<file path="src/rtl/pkt_pkg.sv">
// pkt_pkg: shared packet definitions for the per-direction router input buffer.
//   PKT_ID_W / PKT_FLIT_W : field widths of a stored packet
//   QOS_HI / QOS_LO       : QoS class encodings carried in the qos field
//   pkt_t                 : packed packet record stored in each QoS queue
package pkt_pkg;

   localparam int PKT_ID_W   = 6;
   localparam int PKT_FLIT_W = 8;

   localparam logic QOS_HI = 1'b1;
   localparam logic QOS_LO = 1'b0;

   typedef struct packed {
      logic                  qos;
      logic [1:0]            pkt_type;
      logic [PKT_ID_W-1:0]   src;
      logic [PKT_ID_W-1:0]   tgt;
      logic [PKT_FLIT_W-1:0] data;
   } pkt_t;

endpackage

</file>
<file path="src/rtl/pkt_in_buf_if.sv">
// pkt_in_buf_if: upstream/downstream handshake bundle of one input buffer.
//   in_*    : packet offered by the link interface (vld/rdy)
//   out_*   : head packet presented to the route/crossbar stage (vld/rdy)
//   hi_cnt, lo_cnt : queue occupancy
// master = the surrounding router logic, slave = the buffer.
interface pkt_in_buf_if #(
   parameter int ID_W   = 6,
   parameter int FLIT_W = 8,
   parameter int CNT_W  = 3
);
   logic              in_vld;
   logic              in_rdy;
   logic              in_qos;
   logic [1:0]        in_type;
   logic [ID_W-1:0]   in_src;
   logic [ID_W-1:0]   in_tgt;
   logic [FLIT_W-1:0] in_data;

   logic              out_vld;
   logic              out_rdy;
   logic              out_qos;
   logic [1:0]        out_type;
   logic [ID_W-1:0]   out_src;
   logic [ID_W-1:0]   out_tgt;
   logic [FLIT_W-1:0] out_data;

   logic [CNT_W-1:0]  hi_cnt;
   logic [CNT_W-1:0]  lo_cnt;

   modport master (
      output in_vld, in_qos, in_type, in_src, in_tgt, in_data, out_rdy,
      input  in_rdy, out_vld, out_qos, out_type, out_src, out_tgt, out_data,
             hi_cnt, lo_cnt
   );

   modport slave (
      input  in_vld, in_qos, in_type, in_src, in_tgt, in_data, out_rdy,
      output in_rdy, out_vld, out_qos, out_type, out_src, out_tgt, out_data,
             hi_cnt, lo_cnt
   );
endinterface

</file>
<file path="src/rtl/pkt_fifo.sv">
// pkt_fifo: synchronous FIFO of pkt_t, one per QoS class.
//   clk, rst   : clock, synchronous active-high reset
//   push, din  : write din at the tail
//   pop        : drop the head entry
//   head       : current head entry (meaningful only when count != 0)
//   count      : registered occupancy
// The caller never pushes when full or pops when empty; full/empty live in
// the count, the pointers simply wrap modulo DEPTH.
module pkt_fifo
   import pkt_pkg::*;
#(
   parameter int DEPTH = 4,
   localparam int PTR_W = $clog2(DEPTH),
   localparam int CNT_W = $clog2(DEPTH + 1)
) (
   input  logic             clk,
   input  logic             rst,
   input  logic             push,
   input  pkt_t             din,
   input  logic             pop,
   output pkt_t             head,
   output logic [CNT_W-1:0] count
);

   pkt_t             mem_q [DEPTH];
   logic [PTR_W-1:0] wr_ptr_q, wr_ptr_d;
   logic [PTR_W-1:0] rd_ptr_q, rd_ptr_d;
   logic [CNT_W-1:0] count_q, count_d;

   always_comb begin
      wr_ptr_d = wr_ptr_q;
      rd_ptr_d = rd_ptr_q;
      if (push) wr_ptr_d = wr_ptr_q + PTR_W'(1);
      if (pop)  rd_ptr_d = rd_ptr_q + PTR_W'(1);
      count_d = count_q + CNT_W'(push) - CNT_W'(pop);
   end

   always_ff @(posedge clk) begin
      if (rst) begin
         wr_ptr_q <= '0;
         rd_ptr_q <= '0;
         count_q  <= '0;
      end else begin
         wr_ptr_q <= wr_ptr_d;
         rd_ptr_q <= rd_ptr_d;
         count_q  <= count_d;
      end
   end

   // storage needs no reset: entries are only read once counted in
   always_ff @(posedge clk) begin
      if (push && !rst) mem_q[wr_ptr_q] <= din;
   end

   assign head  = mem_q[rd_ptr_q];
   assign count = count_q;

endmodule

</file>
<file path="src/rtl/pkt_in_buf.sv">
// pkt_in_buf: per-direction input buffer of a mesh router node.
//   clk, rst : clock, synchronous active-high reset
//   bus      : pkt_in_buf_if.slave
//              in_*  packet accept handshake, steered by in_qos into hi/lo queue
//              out_* head packet, hi first with a bounded starvation guard for lo
//              hi_cnt/lo_cnt registered queue occupancy
//
// Presentation state:
//   hold_q | sel_hi_q | meaning
//   -------+----------+--------------------------------------------------
//     0    |    x     | free: queue picked fresh each cycle
//     1    |    0     | lo head offered but refused; lo stays selected
//     1    |    1     | hi head offered but refused; hi stays selected
//
// The starvation guard is a down-counting budget: reloaded to STARVE_MAX
// whenever lo is empty or pops, decremented (saturating at 0) on each hi pop
// while lo waits. A zero budget hands the next slot to lo.
module pkt_in_buf
   import pkt_pkg::*;
#(
   parameter int ID_W       = PKT_ID_W,
   parameter int FLIT_W     = PKT_FLIT_W,
   parameter int DEPTH      = 4,
   parameter int STARVE_MAX = 4
) (
   input logic         clk,
   input logic         rst,
   pkt_in_buf_if.slave bus
);

   localparam int CNT_W = $clog2(DEPTH + 1);
   localparam int BUD_W = $clog2(STARVE_MAX + 1);

   pkt_t             in_pkt;
   pkt_t             hi_head, lo_head, sel_head;
   logic [CNT_W-1:0] hi_cnt, lo_cnt;
   logic             hi_nempty, lo_nempty;
   logic             in_rdy, out_vld;
   logic             push, pop;
   logic             hi_push, lo_push, hi_pop, lo_pop;
   logic             sel_hi;

   logic             hold_q, hold_d;
   logic             sel_hi_q, sel_hi_d;
   logic [BUD_W-1:0] budget_q, budget_d;

   always_comb begin
      in_pkt          = '0;
      in_pkt.qos      = bus.in_qos;
      in_pkt.pkt_type = bus.in_type;
      in_pkt.src      = bus.in_src;
      in_pkt.tgt      = bus.in_tgt;
      in_pkt.data     = bus.in_data;
   end

   always_comb begin
      hi_nempty = (hi_cnt != '0);
      lo_nempty = (lo_cnt != '0);

      // counts only, so no same-cycle pass-through on a full queue
      in_rdy = !rst && (hi_cnt < CNT_W'(DEPTH)) && (lo_cnt < CNT_W'(DEPTH));

      if (hold_q)                             sel_hi = sel_hi_q;
      else if (hi_nempty && budget_q != '0)   sel_hi = 1'b1;
      else if (lo_nempty)                     sel_hi = 1'b0;
      else                                    sel_hi = 1'b1;

      out_vld = sel_hi ? hi_nempty : lo_nempty;

      push    = bus.in_vld && in_rdy;
      hi_push = push && (bus.in_qos == QOS_HI);
      lo_push = push && (bus.in_qos == QOS_LO);
      pop     = out_vld && bus.out_rdy;
      hi_pop  = pop && sel_hi;
      lo_pop  = pop && !sel_hi;

      sel_head = '0;
      if (out_vld) sel_head = sel_hi ? hi_head : lo_head;
   end

   always_comb begin
      hold_d   = hold_q;
      sel_hi_d = sel_hi;
      if (out_vld && !bus.out_rdy) hold_d = 1'b1;
      else if (pop)                hold_d = 1'b0;

      budget_d = budget_q;
      if (hi_pop && lo_nempty) begin
         if (budget_q != '0) budget_d = budget_q - BUD_W'(1);
      end else if (lo_pop || !lo_nempty) begin
         budget_d = BUD_W'(STARVE_MAX);
      end
   end

   always_ff @(posedge clk) begin
      if (rst) begin
         hold_q   <= 1'b0;
         sel_hi_q <= 1'b0;
         budget_q <= BUD_W'(STARVE_MAX);
      end else begin
         hold_q   <= hold_d;
         sel_hi_q <= sel_hi_d;
         budget_q <= budget_d;
      end
   end

   pkt_fifo #(.DEPTH(DEPTH)) u_hi_fifo (
      .clk   (clk),
      .rst   (rst),
      .push  (hi_push),
      .din   (in_pkt),
      .pop   (hi_pop),
      .head  (hi_head),
      .count (hi_cnt)
   );

   pkt_fifo #(.DEPTH(DEPTH)) u_lo_fifo (
      .clk   (clk),
      .rst   (rst),
      .push  (lo_push),
      .din   (in_pkt),
      .pop   (lo_pop),
      .head  (lo_head),
      .count (lo_cnt)
   );

   assign bus.in_rdy   = in_rdy;
   assign bus.out_vld  = out_vld;
   assign bus.out_qos  = sel_head.qos;
   assign bus.out_type = sel_head.pkt_type;
   assign bus.out_src  = ID_W'(sel_head.src);
   assign bus.out_tgt  = ID_W'(sel_head.tgt);
   assign bus.out_data = FLIT_W'(sel_head.data);
   assign bus.hi_cnt   = hi_cnt;
   assign bus.lo_cnt   = lo_cnt;

endmodule

</file>
<file path="src/flat_wrapper.sv">
// flat-port wrapper written by rule: the top's interface ports become plain ports
module pkt_in_buf_flat import pkt_pkg::*;
#(
   parameter int ID_W       = PKT_ID_W,
   parameter int FLIT_W     = PKT_FLIT_W,
   parameter int DEPTH      = 4,
   parameter int STARVE_MAX = 4
)
  (clk, rst, bus_in_vld, bus_in_qos, bus_in_type, bus_in_src, bus_in_tgt, bus_in_data, bus_out_rdy, bus_in_rdy, bus_out_vld, bus_out_qos, bus_out_type, bus_out_src, bus_out_tgt, bus_out_data, bus_hi_cnt, bus_lo_cnt);
  pkt_in_buf_if #(.ID_W(ID_W), .FLIT_W(FLIT_W), .CNT_W(($clog2(DEPTH + 1)))) bus_i ();
  input logic clk;
  input logic rst;
  input wire logic [$bits(bus_i.in_vld)-1:0] bus_in_vld;
  input wire logic [$bits(bus_i.in_qos)-1:0] bus_in_qos;
  input wire logic [$bits(bus_i.in_type)-1:0] bus_in_type;
  input wire logic [$bits(bus_i.in_src)-1:0] bus_in_src;
  input wire logic [$bits(bus_i.in_tgt)-1:0] bus_in_tgt;
  input wire logic [$bits(bus_i.in_data)-1:0] bus_in_data;
  input wire logic [$bits(bus_i.out_rdy)-1:0] bus_out_rdy;
  output wire logic [$bits(bus_i.in_rdy)-1:0] bus_in_rdy;
  output wire logic [$bits(bus_i.out_vld)-1:0] bus_out_vld;
  output wire logic [$bits(bus_i.out_qos)-1:0] bus_out_qos;
  output wire logic [$bits(bus_i.out_type)-1:0] bus_out_type;
  output wire logic [$bits(bus_i.out_src)-1:0] bus_out_src;
  output wire logic [$bits(bus_i.out_tgt)-1:0] bus_out_tgt;
  output wire logic [$bits(bus_i.out_data)-1:0] bus_out_data;
  output wire logic [$bits(bus_i.hi_cnt)-1:0] bus_hi_cnt;
  output wire logic [$bits(bus_i.lo_cnt)-1:0] bus_lo_cnt;
  assign bus_i.in_vld = bus_in_vld;
  assign bus_i.in_qos = bus_in_qos;
  assign bus_i.in_type = bus_in_type;
  assign bus_i.in_src = bus_in_src;
  assign bus_i.in_tgt = bus_in_tgt;
  assign bus_i.in_data = bus_in_data;
  assign bus_i.out_rdy = bus_out_rdy;
  assign bus_in_rdy = bus_i.in_rdy;
  assign bus_out_vld = bus_i.out_vld;
  assign bus_out_qos = bus_i.out_qos;
  assign bus_out_type = bus_i.out_type;
  assign bus_out_src = bus_i.out_src;
  assign bus_out_tgt = bus_i.out_tgt;
  assign bus_out_data = bus_i.out_data;
  assign bus_hi_cnt = bus_i.hi_cnt;
  assign bus_lo_cnt = bus_i.lo_cnt;
  pkt_in_buf #(.ID_W(ID_W), .FLIT_W(FLIT_W), .DEPTH(DEPTH), .STARVE_MAX(STARVE_MAX)) u_core (.clk(clk), .rst(rst), .bus(bus_i));
endmodule
</file>
<file path="config.mk">
export PLATFORM = sky130hd
export DESIGN_NAME = pkt_in_buf_flat
export DESIGN_NICKNAME = d
export VERILOG_FILES = /design/src/rtl/pkt_pkg.sv /design/src/rtl/pkt_in_buf_if.sv /design/src/rtl/pkt_fifo.sv /design/src/rtl/pkt_in_buf.sv /design/src/flat_wrapper.sv
export SDC_FILE = /design/constraint.sdc
export NUM_CORES = 1
export LEC_CHECK = 0
export ABC_CLOCK_PERIOD_IN_PS = 2600
export CAP_MARGIN = 40
export CORE_UTILIZATION = 55
export CTS_BUF_LIST = sky130_fd_sc_hd__clkbuf_2
export DETAILED_ROUTE_END_ITERATION = 8
export PLACE_DENSITY = 0.78
export SLEW_MARGIN = 10
export SYNTH_ARGS = -nofsm -noshare
export SYNTH_HDL_FRONTEND = slang
export SYNTH_SLANG_ARGS = --single-unit
</file>
<file path="constraint.sdc">
create_clock -name clk -period 2.6 [get_ports clk]
set_clock_uncertainty 0.2 [all_clocks]
set_input_delay 0.52 -clock clk [delete_from_list [all_inputs] [get_ports clk]]
set_output_delay 0.52 -clock clk [all_outputs]
set_load 0.03 [all_outputs]
</file>
==> results.json, run 1 <==
{
  "status": "finished, violations left",
  "violations": "negative setup slack",
  "synth-adder-area-share_pct": 2.60,
  "worstHoldStart": "bus_in_src[1]",
  "synth_warnings": 0,
  "irDropWorstVdd_uv": 798,
  "r2r-start": "u_core.budget_q[1]",
  "ant_nets": 0,
  "synth_nets": 504,
  "setup_ws_ps": -648,
  "clk_pin_slew_ps": 110,
  "crit_type": "flop to primary output",
  "clock_path_buffers": 3,
  "crit_required_ps": 1880,
  "drt_iter0_drc": 373,
  "final_cell_mix": "edfxtp_1, clkbuf_2, mux4_2",
  "die_w_um": 125,
  "critPathLaunchType": "flop",
  "ys.flop_type": "edfxtp_1",
  "start_util_pct": 56.7,
  "fp.dieH_um": 125,
  "synth.top_cell.area_share_pct": 66.7,
  "grt_pass1_vias": 4886,
  "cp_slowest_cell": "o311ai_4",
  "ys_seq_area_share_pct": 72.3,
  "grt_max_degree": 25,
  "vias": 4752,
  "p_leak_nw": 3.67,
  "min_period_ps": 3250,
  "cp_data_arrival_time_ps": 2530,
  "clock_sinks": 207,
  "wirelength_um": 18000,
  "cap_viol_max_count": 0,
  "async_flop_share_pct": 0,
  "cts_root_buf": "clkbuf_2",
  "worst-path-max-fanout": 6,
  "synth.largest_area_cell": "edfxtp_1",
  "cts.htree.levels": 2,
  "p_per_area_mw_per_mm2": 1170,
  "clock.fmax_mhz": 308,
  "drive_gt1_share_pct": 46.1,
  "drc": 0,
  "dieArea_mm2": 0.0155,
  "insertion_delay_ps": 740,
  "port_buffers": 57,
  "ys_ff_latch": 207,
  "cp_cell_sequence": "inv_2 -> ha_4 -> nor2b_4 -> o311ai_4 -> buf_6 -> buf_12 -> nand2_2 -> a21oi_4 -> buf_6",
  "crit_path_frequent_cell": "buf_6",
  "synthMuxAreaShare_pct": 13.2,
  "cts_tree": "done",
  "area_growth_pct": 28.0,
  "syn_avg_cell_area_um2": 18.0,
  "fin_crit_sh_pct": 125,
  "drv_slew": 0,
  "track_usage_pct": 23.8,
  "firstDrtPassIters": 4,
  "ios": 58,
  "synthCells": 461,
  "rsz0062_at_grt": "true",
  "r2r_end": "u_core.u_lo_fifo.count[2]",
  "fin_nets": 644,
  "synth_xor_area_share_pct": 0.635,
  "hold_path.class": "primary input to flop",
  "hpwlAfterDp_um": 9320,
  "r2r_slack_ps": -390,
  "vias_per_cell": 5.77,
  "antenna_found_initial": 0,
  "crit_path_end_kind": "primary output",
  "rows": 44,
  "yosysUniqueCellTypes": 43,
  "antenna_cells": 0,
  "synthTopCellsByArea": "edfxtp_1, mux4_2, dfxtp_1",
  "tightest_slew_ps": 444,
  "wire_per_inst_um": 21.9,
  "grt_pass1_wl_um": 27300,
  "synth_top_family_by_area": "multiplexers",
  "overflow": 0,
  "fill_cells": 856,
  "hold_depth": 1,
  "gp_congestion": 0.789,
  "synth-simple-area-share_pct": 5.89,
  "final_common_cell": "edfxtp_1",
  "synth-edff-count": 184,
  "setup_violations": 26,
  "hold_violations": 0,
  "fin_tns_setup_ps": -14740,
  "coreArea_mm2": 0.0146,
  "ff2ff_path_depth": 16,
  "utilization_pct": 72.6,
  "numCtsBuffers": 49,
  "relSlewSlack_pct": 70.3,
  "synth.cell_area_mm2": 0.00828,
  "cpPeakStageDelay_ps": 400,
  "synth_compound_area_share_pct": 3.37,
  "hold_path_end": "u_core.u_lo_fifo.mem_q[3][15]"
}
[flip-flops by register name (all words and copies together) (netlist names), named ones only]
register	cells
u_core.u_lo_fifo.mem_q	92
u_core.u_lo_fifo.rd_ptr_q	2
u_core.u_hi_fifo.wr_ptr_q	2
u_core.u_hi_fifo.mem_q	92
u_core.hold_q	1
u_core.u_hi_fifo.rd_ptr_q	2
u_core.u_lo_fifo.wr_ptr_q	2
u_core.u_lo_fifo.count	3
u_core.sel_hi_q	1
u_core.budget_q	3
u_core.u_hi_fifo.count	3
[through the flow]
stage                     worst slack, ps  power [mW]  hold slack (ps)  cell area (um2)  instances
after floorplan                      -115        6.81              240             8420        461
after global placement               -338        8.51              247             9530        720
after detailed placement             -374        8.62              260             9530        720
after CTS                            -693        12.1              209            10500        822
after global routing                 -742        12.9              228            10600        824
final                                -648        12.4              272            10600        824
[how the worst max path moves through the flow]
stage,start,to,slack [ps],depth (start not counted)
final,u_core.budget_q[0],bus_out_data[7],-650,9
after floorplan,u_core.u_lo_fifo.count[0],u_core.u_lo_fifo.count[2],-120,11
after global routing,u_core.budget_q[0],bus_out_src[0],-740,9
after CTS,u_core.u_lo_fifo.count[2],bus_out_data[7],-690,8
after detailed placement,bus_out_rdy,u_core.u_lo_fifo.count[2],-370,11
after global placement,bus_out_rdy,u_core.u_lo_fifo.count[2],-340,11
[logic make-up (layout without fill, tap and decap cells)]
family                   after synthesis  after routing
flip-flops                           207            207
AND/OR/NAND/NOR                       98             98
multiplexers                          51             51
AO/OA/AOI/OAI                         43             43
buffers and inverters                 40            219
adder cells (fa/ha/maj)               16             16
XOR/XNOR                               6              6
[critical path: cells and delay by family (launching register included)]
family / cells / cell delay (ps)
buf+inv: 4 / 510
simple gates: 2 / 210
compound gates: 2 / 560
flops: 1 / 350
fa+ha+maj: 1 / 150
[Yosys cell counts, types with 2 or more instances]
cell	instances
a211o_2	2
fa_1	2
a21oi_1	30
clkbuf_1	12
buf_2	8
nor4_1	2
dfxtp_1	23
edfxtp_1	184
mux2i_1	2
and2_1	9
inv_1	18
or3_1	2
nor2b_1	7
ha_1	14
nand2_1	54
nor3_2	2
nor2_1	10
mux2_2	3
xnor2_1	5
o2111ai_1	2
o21ai_0	3
mux4_2	46
[area by class of cell]
cell class              count  area (um2)  share of cell area (%)
clock buffers              75         375                    3.54
repair buffers            110        1270                    12.0
multi-input cells         214        2560                    24.1
flip-flops and latches    207        6000                    56.6
inverters                  19        73.8                   0.697
clock inverters            15        88.8                   0.838
well taps                 184         230                    2.17
[power by group]
part | switching [mW] | internal, mW
sequential | 0.115 | 3.78
clock | 1.23 | 0.866
combinational | 3.47 | 2.90
[timing repair]
item                       CTS  global route
pin swaps                   25            31
cloned                       3             0
setup buffers                9             5
setup endpoints to repair   33            30
gates resized for setup     96            34
hold buffers                 0             0
[layer usage]
metal / routed length (um) / track usage (%)
met5: 0 / 0
met2: 9610 / 41.6
met3: 1320 / 5.03
met1: 6740 / 29.6
met4: 353 / 7.65
(Power assumes the default switching activity.)
==> run 2: changes to the inputs <==
--- a/config.mk
+++ b/config.mk
@@ -7,10 +7,9 @@
 export LEC_CHECK = 0
 export ABC_CLOCK_PERIOD_IN_PS = 2600
 export CAP_MARGIN = 40
-export CORE_UTILIZATION = 55
+export CORE_UTILIZATION = 25
 export CTS_BUF_LIST = sky130_fd_sc_hd__clkbuf_2
 export DETAILED_ROUTE_END_ITERATION = 8
-export PLACE_DENSITY = 0.78
 export SLEW_MARGIN = 10
 export SYNTH_ARGS = -nofsm -noshare
 export SYNTH_HDL_FRONTEND = slang
==> results.json, run 2 (synthesis results as in run 1) <==
{
  "status": "finished, violations left",
  "violations": "negative setup slack",
  "overflow": 0,
  "dr_wl_met2_um": 9110,
  "drc": 0,
  "cpPeakStageDelay_ps": 540,
  "vias": 4595,
  "drt_iter0_drc": 182,
  "critPathLaunchType": "flop",
  "relSlewSlack_pct": 73.4,
  "fin_nets": 665,
  "irDropWorstVdd_uv": 616,
  "area_growth_pct": 33.9,
  "cap_viol_max_count": 0,
  "tightest_slew_ps": 400,
  "clock_path_buffers": 3,
  "cts_root_buf": "clkbuf_2",
  "numCtsBuffers": 52,
  "final_common_cell": "edfxtp_1",
  "r2r-start": "u_core.budget_q[0]",
  "dieArea_mm2": 0.0338,
  "min_period_ps": 3350,
  "drive_gt1_share_pct": 46.5,
  "clock.fmax_mhz": 299,
  "clockPowerShare_pct": 16.4,
  "fp.dieH_um": 184,
  "power_mw": 12.6,
  "hold_path.class": "primary input to flop",
  "holdWs_ps": 267,
  "cp_cell_sequence": "or4_4 -> o311ai_4 -> buf_6 -> buf_12 -> buf_12 -> nand2_4 -> a21oi_2 -> buf_6",
  "antenna_found_initial": 2,
  "port_buffers": 57,
  "pwr-share-seq_pct": 30.9,
  "ios": 58,
  "setup_ws_ps": -749,
  "p_leak_nw": 3.75,
  "drv_slew": 0,
  "start_util_pct": 25.4,
  "crit_required_ps": 1880,
  "switching_power_mw": 4.77,
  "track_usage_pct": 11.1,
  "hpwlAfterDp_um": 10700,
  "final_cell_mix": "edfxtp_1, clkbuf_2, mux4_2",
  "setup.worst_path.end": "bus_out_tgt[0]",
  "fin_crit_sh_pct": 129,
  "crit_type": "flop to primary output",
  "wl_met3_um": 1130,
  "ant_nets": 0,
  "worst-path-max-fanout": 8,
  "cts_tree": "done",
  "p_comb_share_pct": 52.6,
  "clk_pin_slew_ps": 120,
  "p_int_mw": 7.84,
  "hold_violations": 0,
  "ff2ff_path_depth": 15,
  "cts.htree.levels": 2,
  "gp_congestion": 0.710,
  "fill_cells": 3138,
  "rows": 66,
  "wl_met1_um": 7610,
  "wirelength_um": 18100,
  "r2r_slack_ps": -250,
  "grt_pass1_wl_um": 28200,
  "p_per_area_mw_per_mm2": 1140,
  "wire_per_inst_um": 16.6,
  "r2r_end": "u_core.u_lo_fifo.count[2]",
  "top_regs": "u_core.u_hi_fifo.mem_q: 92 flops, u_core.u_lo_fifo.mem_q: 92 flops",
  "crit_path_end_kind": "primary output",
  "coreArea_mm2": 0.0325,
  "die_w_um": 184,
  "fin_tns_setup_ps": -16730,
  "cp_slowest_cell": "or4_4",
  "startpoint": "u_core.u_lo_fifo.count[2]",
  "rsz0062_at_grt": "true",
  "firstDrtPassIters": 6,
  "clock_sinks": 207,
  "insertion_delay_ps": 820,
  "grt_max_degree": 25,
  "setup_violations": 27,
  "grt_pass1_vias": 4976,
  "vias_per_cell": 4.20,
  "cp_data_arrival_time_ps": 2630,
  "p_sw_share_pct": 37.8,
  "hold_buffers": 0,
  "highest_layer": "met5"
}
[run 2: final cells by class]
| class | count | area (um2) | area share (%) |
|---|---|---|---|
| flip-flops and latches | 207 | 6000 | 54.2 |
| multi-input cells | 214 | 2530 | 22.8 |
| repair buffers | 128 | 1480 | 13.4 |
| well taps | 442 | 553 | 4.99 |
| clock buffers | 71 | 355 | 3.21 |
| clock inverters | 12 | 83.8 | 0.757 |
| inverters | 19 | 71.3 | 0.644 |
| diodes | 1 | 2.50 | 0.0226 |
[run 2: layer usage]
metal	track usage [%]	vias to the layer above
li1	-	2139
met1	13.5	2303
met2	19.1	125
met3	2.71	26
met4	4.00	2
met5	0	-
[run 2: through the flow]
stage | setup slack [ps] | instances | util, % | cell area (um2)
floorplan | -115 | 461 | - | 8420
global placement | -334 | 987 | 30.9 | 10100
detailed placement | -339 | 987 | 30.9 | 10100
CTS | -848 | 1086 | 33.5 | 10900
global route | -882 | 1094 | 34.1 | 11100
finish | -749 | 1094 | 34.1 | 11100
[run 2: what timing repair did]
| action | CTS | global route |
|---|---|---|
| gates resized for setup | 77 | 31 |
| pin swaps | 20 | 29 |
| setup buffers | 16 | 8 |
| endpoints found under the setup margin | 33 | 32 |
| cloned | 1 | 0 |
[run 2: how the worst min path moves through the flow]
stage	slack, ps	cells past startpoint	from	endpoint
after global placement	250	2	u_core.budget_q[1]	u_core.budget_q[1]
after detailed placement	260	2	u_core.budget_q[1]	u_core.budget_q[1]
after floorplan	240	2	u_core.budget_q[1]	u_core.budget_q[1]
final	270	1	bus_in_src[0]	u_core.u_hi_fifo.mem_q[3][14]
after global routing	190	1	bus_in_src[3]	u_core.u_hi_fifo.mem_q[2][17]
after CTS	180	1	bus_in_data[1]	u_core.u_lo_fifo.mem_q[3][1]
[run 2: power by group through the flow]
stage	registers, mW	clock network (mW)	logic (mW)
2_1_floorplan	4.00	0	2.81
3_3_place_gp	3.94	0	5.42
3_5_place_dp	3.95	0	5.44
4_1_cts	3.88	2.17	6.44
5_1_grt	3.92	2.33	7.06
6_report	3.90	2.07	6.63
[run 2: worst max-delay path: cells and delay by family, from the launching register on]
family / cells / cell delay (ps)
compound gates: 2 / 250
buf+inv: 4 / 610
flops: 1 / 370
simple gates: 2 / 580
